--- src/rtl/cpu_pkg.sv ---
// Shared definitions for the interrupt controller: FSM encoding, default
// vector layout, the width of the source index, and the vector address helper.
package cpu_pkg;

  localparam logic [1:0] ST_IDLE    = 2'd0;
  localparam logic [1:0] ST_SERVICE = 2'd1;
  localparam logic [1:0] ST_GAP     = 2'd2;

  localparam logic [15:0] INT_VEC_BASE   = 16'h0010;
  localparam logic [15:0] INT_VEC_STRIDE = 16'h0004;

  // Up to 8 sources, so a 3-bit index covers every configuration.
  localparam int ID_W = 3;

  // Handler address for a source; wraps modulo 2^16 by construction.
  function automatic logic [15:0] vec_addr(input logic [15:0]     base,
                                           input logic [15:0]     stride,
                                           input logic [ID_W-1:0] id);
    return base + stride * {{(16-ID_W){1'b0}}, id};
  endfunction

endpackage

--- src/rtl/prio_enc.sv ---
// Fixed-priority encoder: the lowest set request index wins.
module prio_enc
  import cpu_pkg::*;
#(
  parameter int N = 4
) (
  input  logic [N-1:0]    req,
  output logic            valid,
  output logic [ID_W-1:0] idx,
  output logic [N-1:0]    onehot
);

  // Scan from the top down so the last hit, the lowest index, is kept.
  always_comb begin
    valid  = 1'b0;
    idx    = '0;
    onehot = '0;
    for (int i = N - 1; i >= 0; i--) begin
      if (req[i]) begin
        valid     = 1'b1;
        idx       = ID_W'(i);
        onehot    = '0;
        onehot[i] = 1'b1;
      end
    end
  end

endmodule

--- src/rtl/int_ctrl.sv ---
// Interrupt controller for the execute stage: latches rising edges from the
// sources, masks and prioritises them, fires one entry pulse when the pipeline
// can take it, and holds in-service state until the handler's ret. No nesting:
// execute keeps a single saved PC.
module int_ctrl
  import cpu_pkg::*;
#(
  parameter int          NUM_SRC    = 4,
  parameter logic [15:0] VEC_BASE   = INT_VEC_BASE,
  parameter logic [15:0] VEC_STRIDE = INT_VEC_STRIDE
) (
  input  logic               clk,
  input  logic               rst,
  input  logic [NUM_SRC-1:0] irq_req,
  input  logic               cfg_we,
  input  logic [NUM_SRC-1:0] cfg_mask,
  input  logic               pipe_ok,
  input  logic               ret_in,
  output logic               int_fire,
  output logic [15:0]        int_vec,
  output logic               int_state,
  output logic [NUM_SRC-1:0] irq_ack,
  output logic [ID_W-1:0]    active_id,
  output logic [NUM_SRC-1:0] mask_q,
  output logic [7:0]         overrun_cnt
);

  logic [NUM_SRC-1:0] req_q, req_d;
  logic [NUM_SRC-1:0] pending_q, pending_d;
  logic [NUM_SRC-1:0] mask_d;
  logic [1:0]         state_q, state_d;
  logic [ID_W-1:0]    active_id_q, active_id_d;
  logic [7:0]         ovr_q, ovr_d;

  logic [NUM_SRC-1:0] req_rise;
  logic [NUM_SRC-1:0] eligible;
  logic               win_vld;
  logic [ID_W-1:0]    win_idx;
  logic [NUM_SRC-1:0] win_onehot;

  assign req_rise = irq_req & ~req_q;
  assign eligible = pending_q & ~mask_q;

  prio_enc #(
    .N (NUM_SRC)
  ) u_prio (
    .req    (eligible),
    .valid  (win_vld),
    .idx    (win_idx),
    .onehot (win_onehot)
  );

  // Entry/return sequencing; the fire pulse, ack and vector are combinational
  // so execute sees them in the same cycle the decision is made.
  always_comb begin
    state_d     = state_q;
    active_id_d = active_id_q;
    int_fire    = 1'b0;
    irq_ack     = '0;
    int_vec     = '0;
    case (state_q)
      ST_IDLE: begin
        // ret_in here is an ordinary subroutine return and must not block
        // nor be confused with a handler exit, but it does hold off entry.
        if (win_vld && pipe_ok && !ret_in) begin
          int_fire    = 1'b1;
          irq_ack     = win_onehot;
          int_vec     = vec_addr(VEC_BASE, VEC_STRIDE, win_idx);
          active_id_d = win_idx;
          state_d     = ST_SERVICE;
        end
      end
      ST_SERVICE: begin
        if (ret_in) state_d = ST_GAP;
      end
      // One quiet cycle lets the instruction at the restored PC retire.
      ST_GAP:  state_d = ST_IDLE;
      default: state_d = ST_IDLE;
    endcase
  end

  // Edge capture, pending set/clear (a new edge beats a same-cycle ack),
  // mask write and the saturating lost-event counter.
  always_comb begin
    req_d     = irq_req;
    pending_d = (pending_q & ~irq_ack) | req_rise;
    mask_d    = cfg_we ? cfg_mask : mask_q;
    ovr_d     = ovr_q;
    if ((|(req_rise & pending_q & ~irq_ack)) && (ovr_q != 8'hFF)) begin
      ovr_d = ovr_q + 8'd1;
    end
  end

  // State registers; reset drops any pending or in-service interrupt.
  always_ff @(posedge clk) begin
    if (rst) begin
      req_q       <= '0;
      pending_q   <= '0;
      mask_q      <= '0;
      state_q     <= ST_IDLE;
      active_id_q <= '0;
      ovr_q       <= '0;
    end else begin
      req_q       <= req_d;
      pending_q   <= pending_d;
      mask_q      <= mask_d;
      state_q     <= state_d;
      active_id_q <= active_id_d;
      ovr_q       <= ovr_d;
    end
  end

  assign int_state   = (state_q == ST_SERVICE);
  assign active_id   = active_id_q;
  assign overrun_cnt = ovr_q;

endmodule

--- config.mk ---
export PLATFORM = sky130hd
export DESIGN_NAME = int_ctrl
export DESIGN_NICKNAME = d
export VERILOG_FILES = /design/src/rtl/cpu_pkg.sv /design/src/rtl/prio_enc.sv /design/src/rtl/int_ctrl.sv
export SDC_FILE = /design/constraint.sdc
export NUM_CORES = 1
export LEC_CHECK = 0
export CAP_MARGIN = 40
export CORE_ASPECT_RATIO = 0.6
export CORE_UTILIZATION = 43
export CTS_BUF_LIST = sky130_fd_sc_hd__clkbuf_4 sky130_fd_sc_hd__clkbuf_8 sky130_fd_sc_hd__clkbuf_16
export CTS_CLUSTER_DIAMETER = 40
export CTS_CLUSTER_SIZE = 25
export DETAILED_ROUTE_END_ITERATION = 8
export PLACE_DENSITY = 0.89
export SLEW_MARGIN = 40
export SYNTH_ARGS = -nofsm -noshare
export SYNTH_HDL_FRONTEND = slang
export SYNTH_SLANG_ARGS = --single-unit
--- constraint.sdc ---
create_clock -name clk -period 2.2 [get_ports clk]
set_input_delay 0.44 -clock clk [delete_from_list [all_inputs] [get_ports clk]]
set_output_delay 0.44 -clock clk [all_outputs]
set_load 0.02 [all_outputs]
* After elaboration in Yosys (flattened, before gate mapping)
Cells that the tools add are included.
Word-level totals: register bits 25, bits of input ports 13, output and inout bits 37, word-level logic and storage cells 50
Operators by class: add/subtract/negate cells 2, equal/unequal tests 4, mux-type cells 21, bitwise operators 9, reductions and logical operators 8
Operators by type and width (number):
- $mux 4 | 6
- $and 4x4->4 | 5
- $mux 2 | 6
- $mux 6 | 2
- $not 4->4 | 3
- $add 8x1->8 const B | 1
- $ne 8x8->1 const B | 1
- $add 5x5->6 const A | 1
- $mux 1 | 6
- $ne 2x2->1 const B | 2
- $or 4x4->4 | 1
- $pmux 2 s2 | 1
- $reduce_and 2->1 | 2
- $reduce_or 4->1 | 1
- $logic_and 1x1->1 | 3
- $eq 2x1->1 const B | 1
- $logic_not 2->1 | 1
- $logic_not 1->1 | 1

* Longest topological paths before layout
depth after elaboration 14, gate-level depth with buffers 5, depth with buffers taken out 5

* By module
A second synthesis with hierarchy kept.
Second synthesis, totals: cells, all modules 151, area total of the unflattened synthesis 1337.5 um2
Modules (own cells, without submodules):
- int_ctrl | times used 1, cells an instance 138, area each 1265.0 um2, sequential area each 500.5 um2
- prio_enc | times used 1, cells an instance 13, area each 72.6 um2, sequential area each 0.0 um2

* Worst setup path after synthesis
Ideal clock, no wire load.
path type input-to-output, start input ret_in, end output int_vec[4], arrival time 1.697 ns, required time 1.760 ns, setup slack 0.063 ns, stages on the path 4, path buffers 1, cell sequence or4b_2 a31o_2 inv_1 buf_4
On the way: word-level cells in the longest chain between the ends 4
Ends and longest elaborated chain:
- start: declaration | line int_ctrl.sv:18 | input logic ret_in,
- $logic_not 1->1 | line int_ctrl.sv:65 | if (win_vld && pipe_ok && !ret_in) begin
- $logic_and 1x1->1 | line int_ctrl.sv:65
- $mux 6 | line int_ctrl.sv:65
- $mux 6 | line int_ctrl.sv:61 | case (state_q)
- end: declaration | line int_ctrl.sv:20 | output logic [15:0] int_vec,
No other way between the ends.

* Worst setup path after layout
start input ret_in, end output int_vec[2]
The elaborated chain is that of the path after synthesis.

==> metrics.yaml <==
timing:
  fmax_mhz: 472
  rsz0062_at_grt: "no"
  skew_ps: 8.41
  finalCritPeriodShare: 0.964
  min_period_ps: 2120
  slew_viol_final: 0
  hold_violations: 0
  setup_viol: 0
route:
  drc_errors: 0
  wirelength_um: 2910
  drtAntennaViolNets: 0
  vias: 1147
  viasPerCell: 4.84
  avgRoutedWirePerCell_um: 12.3
  drt_first_pass_iters: 4
  dr.first_iter.drc_count: 130
floorplanning:
  die_w_um: 74.1
  die_area_sq_mm: 0.00335
  boundaryPins: 50
  core_area_sq_mm: 0.00291
  fp-row-count: 15
  initial_utilization: 0.461
  die_h_um: 45.3
global_route:
  grt_pass1_vias: 1006
  grt_max_degree: 32
  grt_overflow: 0
  grt_pass1_wl_um: 4690
  antenna_found_initial: 0
  grt_util_all_layers: 0.194
power:
  p_per_area_mw_per_mm2: 609
  p_total_mw: 1.11
  ir_drop_mv: 0.332
  p_leak_nw: 0.791
synth:
  syn_area_per_cell_sq_um: 9.00
  synth_top_family_by_area: "simple AND/OR/NAND/NOR gates"
  yosysUniqueCellTypes: 36
  syn_inst: 149
  netlist_area_sq_mm: 0.00134
  yosys_warnings: 0
  synth_mux_area_frac: 0.105
  synthAdderAreaFrac: 0.00933
  synth_xor_area_frac: 0
  synth.yosys.seq_area_share: 0.358
  ys_ff_latch: 24
  synth_compound_area_frac: 0.141
  synthSimpleGateAreaFrac: 0.268
worst_hold_path:
  hold_path_class: "flip-flop to flip-flop"
  holdPathStages: 2
  holdCritStartpoint: "active_id[0]$_SDFFE_PP0P_"
  holdPathEnd: "active_id[0]$_SDFFE_PP0P_"
critical_path:
  r2r_slack_ps: 120
  cp_data_required_time_ps: 1760
  arrival_ps: 1680
  cpLargestDelayFamily: "simple AND/OR/NAND/NOR gates"
  path_buf_inv: 2
  start_kind: "input pin"
  cp_max_fo: 3
  cp_slowest_stage_delay_ps: 490
  r2r_start: "state_q[1]$_SDFFE_PP0P_"
  critPathCaptureType: "output port"
  cp_cell_sequence: "dlygate4sd2_1 -> or4b_4 -> a31o_4 -> nor2b_1 -> buf_4"
  path_class: "input pin to output port"
  timing.rr.end: "overrun_cnt[4]$_SDFFE_PP0P_"
  rr_worst_depth: 8
  cp_slowest_cell: "or4b_4"
final_layout:
  diodes: 0
  drive_gt1_frac: 0.190
  area_growth_syn_to_layout_pct: 36.2
  fin_area_sq_mm: 0.00183
  fin_util: 0.628
  nNetsFinal: 210
  layout_common_cells: "clkdlybuf4s50_1 (25), dfxtp_1 (24), nor2_1 (17)"
  layout.cells.most_common: "clkdlybuf4s50_1"
placed_design:
  place_congestion: 0.784
  port_buffers: 35
  dpl.hpwl_um: 2200
  place_area_sq_mm: 0.00177
clock_network:
  cts_made_buffers: 3
  clock_latency_ps: 270
  cts_max_level: 1
  cts_tree: "done"
  cts-root-buf: "clkbuf_8"
  cts_setup_buffers: 0
  clk_path_buf_depth: 2
  clk_pin_slew_ps: 80
  cts_sinks: 24
  cts_hold_buf: 0
run:
  maxCapViolCount: 0
run_status:
  status: "complete, no violations"
## flip-flops by register name, indices dropped and copies added, names as in the netlist
| name | count |
|---|---|
| overrun_cnt | 8 |
| mask_q | 4 |
| pending_q | 4 |
| req_q | 4 |
| active_id | 2 |
| state_q | 2 |
## Yosys cell counts (all sizes together)
master	number	share of area
o2111ai	1	0.011
nand2b	10	0.047
nor2b	10	0.047
and3	2	0.0093
nor4b	1	0.018
mux2i	7	0.052
a2111oi	2	0.027
a21oi	14	0.052
nand3b	3	0.017
dfxtp	24	0.36
nand3	2	0.0075
a31o	1	0.0065
nand2	4	0.011
conb	1	0.0028
and3b	1	0.0065
nor3	1	0.0037
clkbuf	1	0.0028
a21o	1	0.0065
a211oi	1	0.0056
nor2	17	0.048
or4b	1	0.0075
nand4	4	0.019
inv	5	0.014
o21ai	3	0.011
a41oi	1	0.012
dlygate4sd1	1	0.0065
ha	1	0.0093
and2	1	0.0047
a21boi	1	0.0084
and2b	4	0.023
mux2	6	0.053
buf	17	0.092
## cell families (layout without fill, tap and decap cells)
family / after synthesis / count (layout)
AND/OR/NAND/NOR: 61 / 61
multiplexers: 13 / 13
other: 1 / 14
flip-flops: 24 / 24
adder cells (fa/ha/maj): 1 / 1
buffers and inverters: 24 / 57
AO/OA/AOI/OAI: 25 / 25
## where the power goes
part / switching [mW] / internal [mW] / total, mW
Clock: 0.142 / 0.244 / 0.386
Combinational: 0.132 / 0.117 / 0.249
Sequential: 0.0209 / 0.457 / 0.478
## repair_timing
| action | CTS | global route |
|---|---|---|
| setup endpoints to repair | 16 | 6 |
| cloned | 0 | 0 |
| pin swaps | 4 | 1 |
| resized for setup | 42 | 0 |
## per-layer routing
layer | wire length (um) | vias to the layer above | part of all wire | GRT usage
li1 | - | 574 | - | -
met1 | 1470 | 536 | 0.51 | 0.274
met2 | 1190 | 32 | 0.41 | 0.278
met3 | 207 | 5 | 0.071 | 0.0558
met4 | 40 | 0 | 0.014 | 0.0769
met5 | 0 | - | 0 | 0
## worst min-delay path, delay by kind of cell (launching register included)
kind          cells  cell delay, ps
simple gates      1              70
flops             1             330
mux               1              70
## per-stage QoR
| stage | hold WS [ps] | worst slack [ps] | TNS, ps | cells |
|---|---|---|---|---|
| finish | 503 | 80.0 | 0 | 237 |
| global route | 539 | 4.46 | 0 | 237 |
| CTS | 509 | 31.8 | 0 | 237 |
| detailed placement | 492 | -804 | -8720 | 233 |
| global placement | 470 | -768 | -8050 | 233 |
| floorplan | 464 | 63.3 | 0 | 162 |
## layout make-up
type / count / area [sq um]
inverters: 5 / 18.8
clock buffers: 3 / 41.3
repair buffers: 48 / 427
fillers: 260 / 1080
flip-flops and latches: 24 / 480
well taps: 42 / 52.6
clock inverters: 1 / 30.0
multi-input cells: 114 / 777
## how the worst max path moves through the flow
| stage | slack, ps | start | depth (start not counted) | end |
|---|---|---|---|---|
| 2_1_floorplan | 60 | ret_in | 4 | int_vec[4] |
| 3_3_place_gp | -770 | pipe_ok | 5 | irq_ack[1] |
| 3_5_place_dp | -800 | pipe_ok | 5 | irq_ack[1] |
| 4_1_cts | 30 | ret_in | 9 | overrun_cnt[4]$_SDFFE_PP0P_ |
| 5_1_grt | 4 | ret_in | 9 | overrun_cnt[7]$_SDFFE_PP0P_ |
| 6_report | 80 | ret_in | 5 | int_vec[2] |
(Power assumes the default switching activity.)
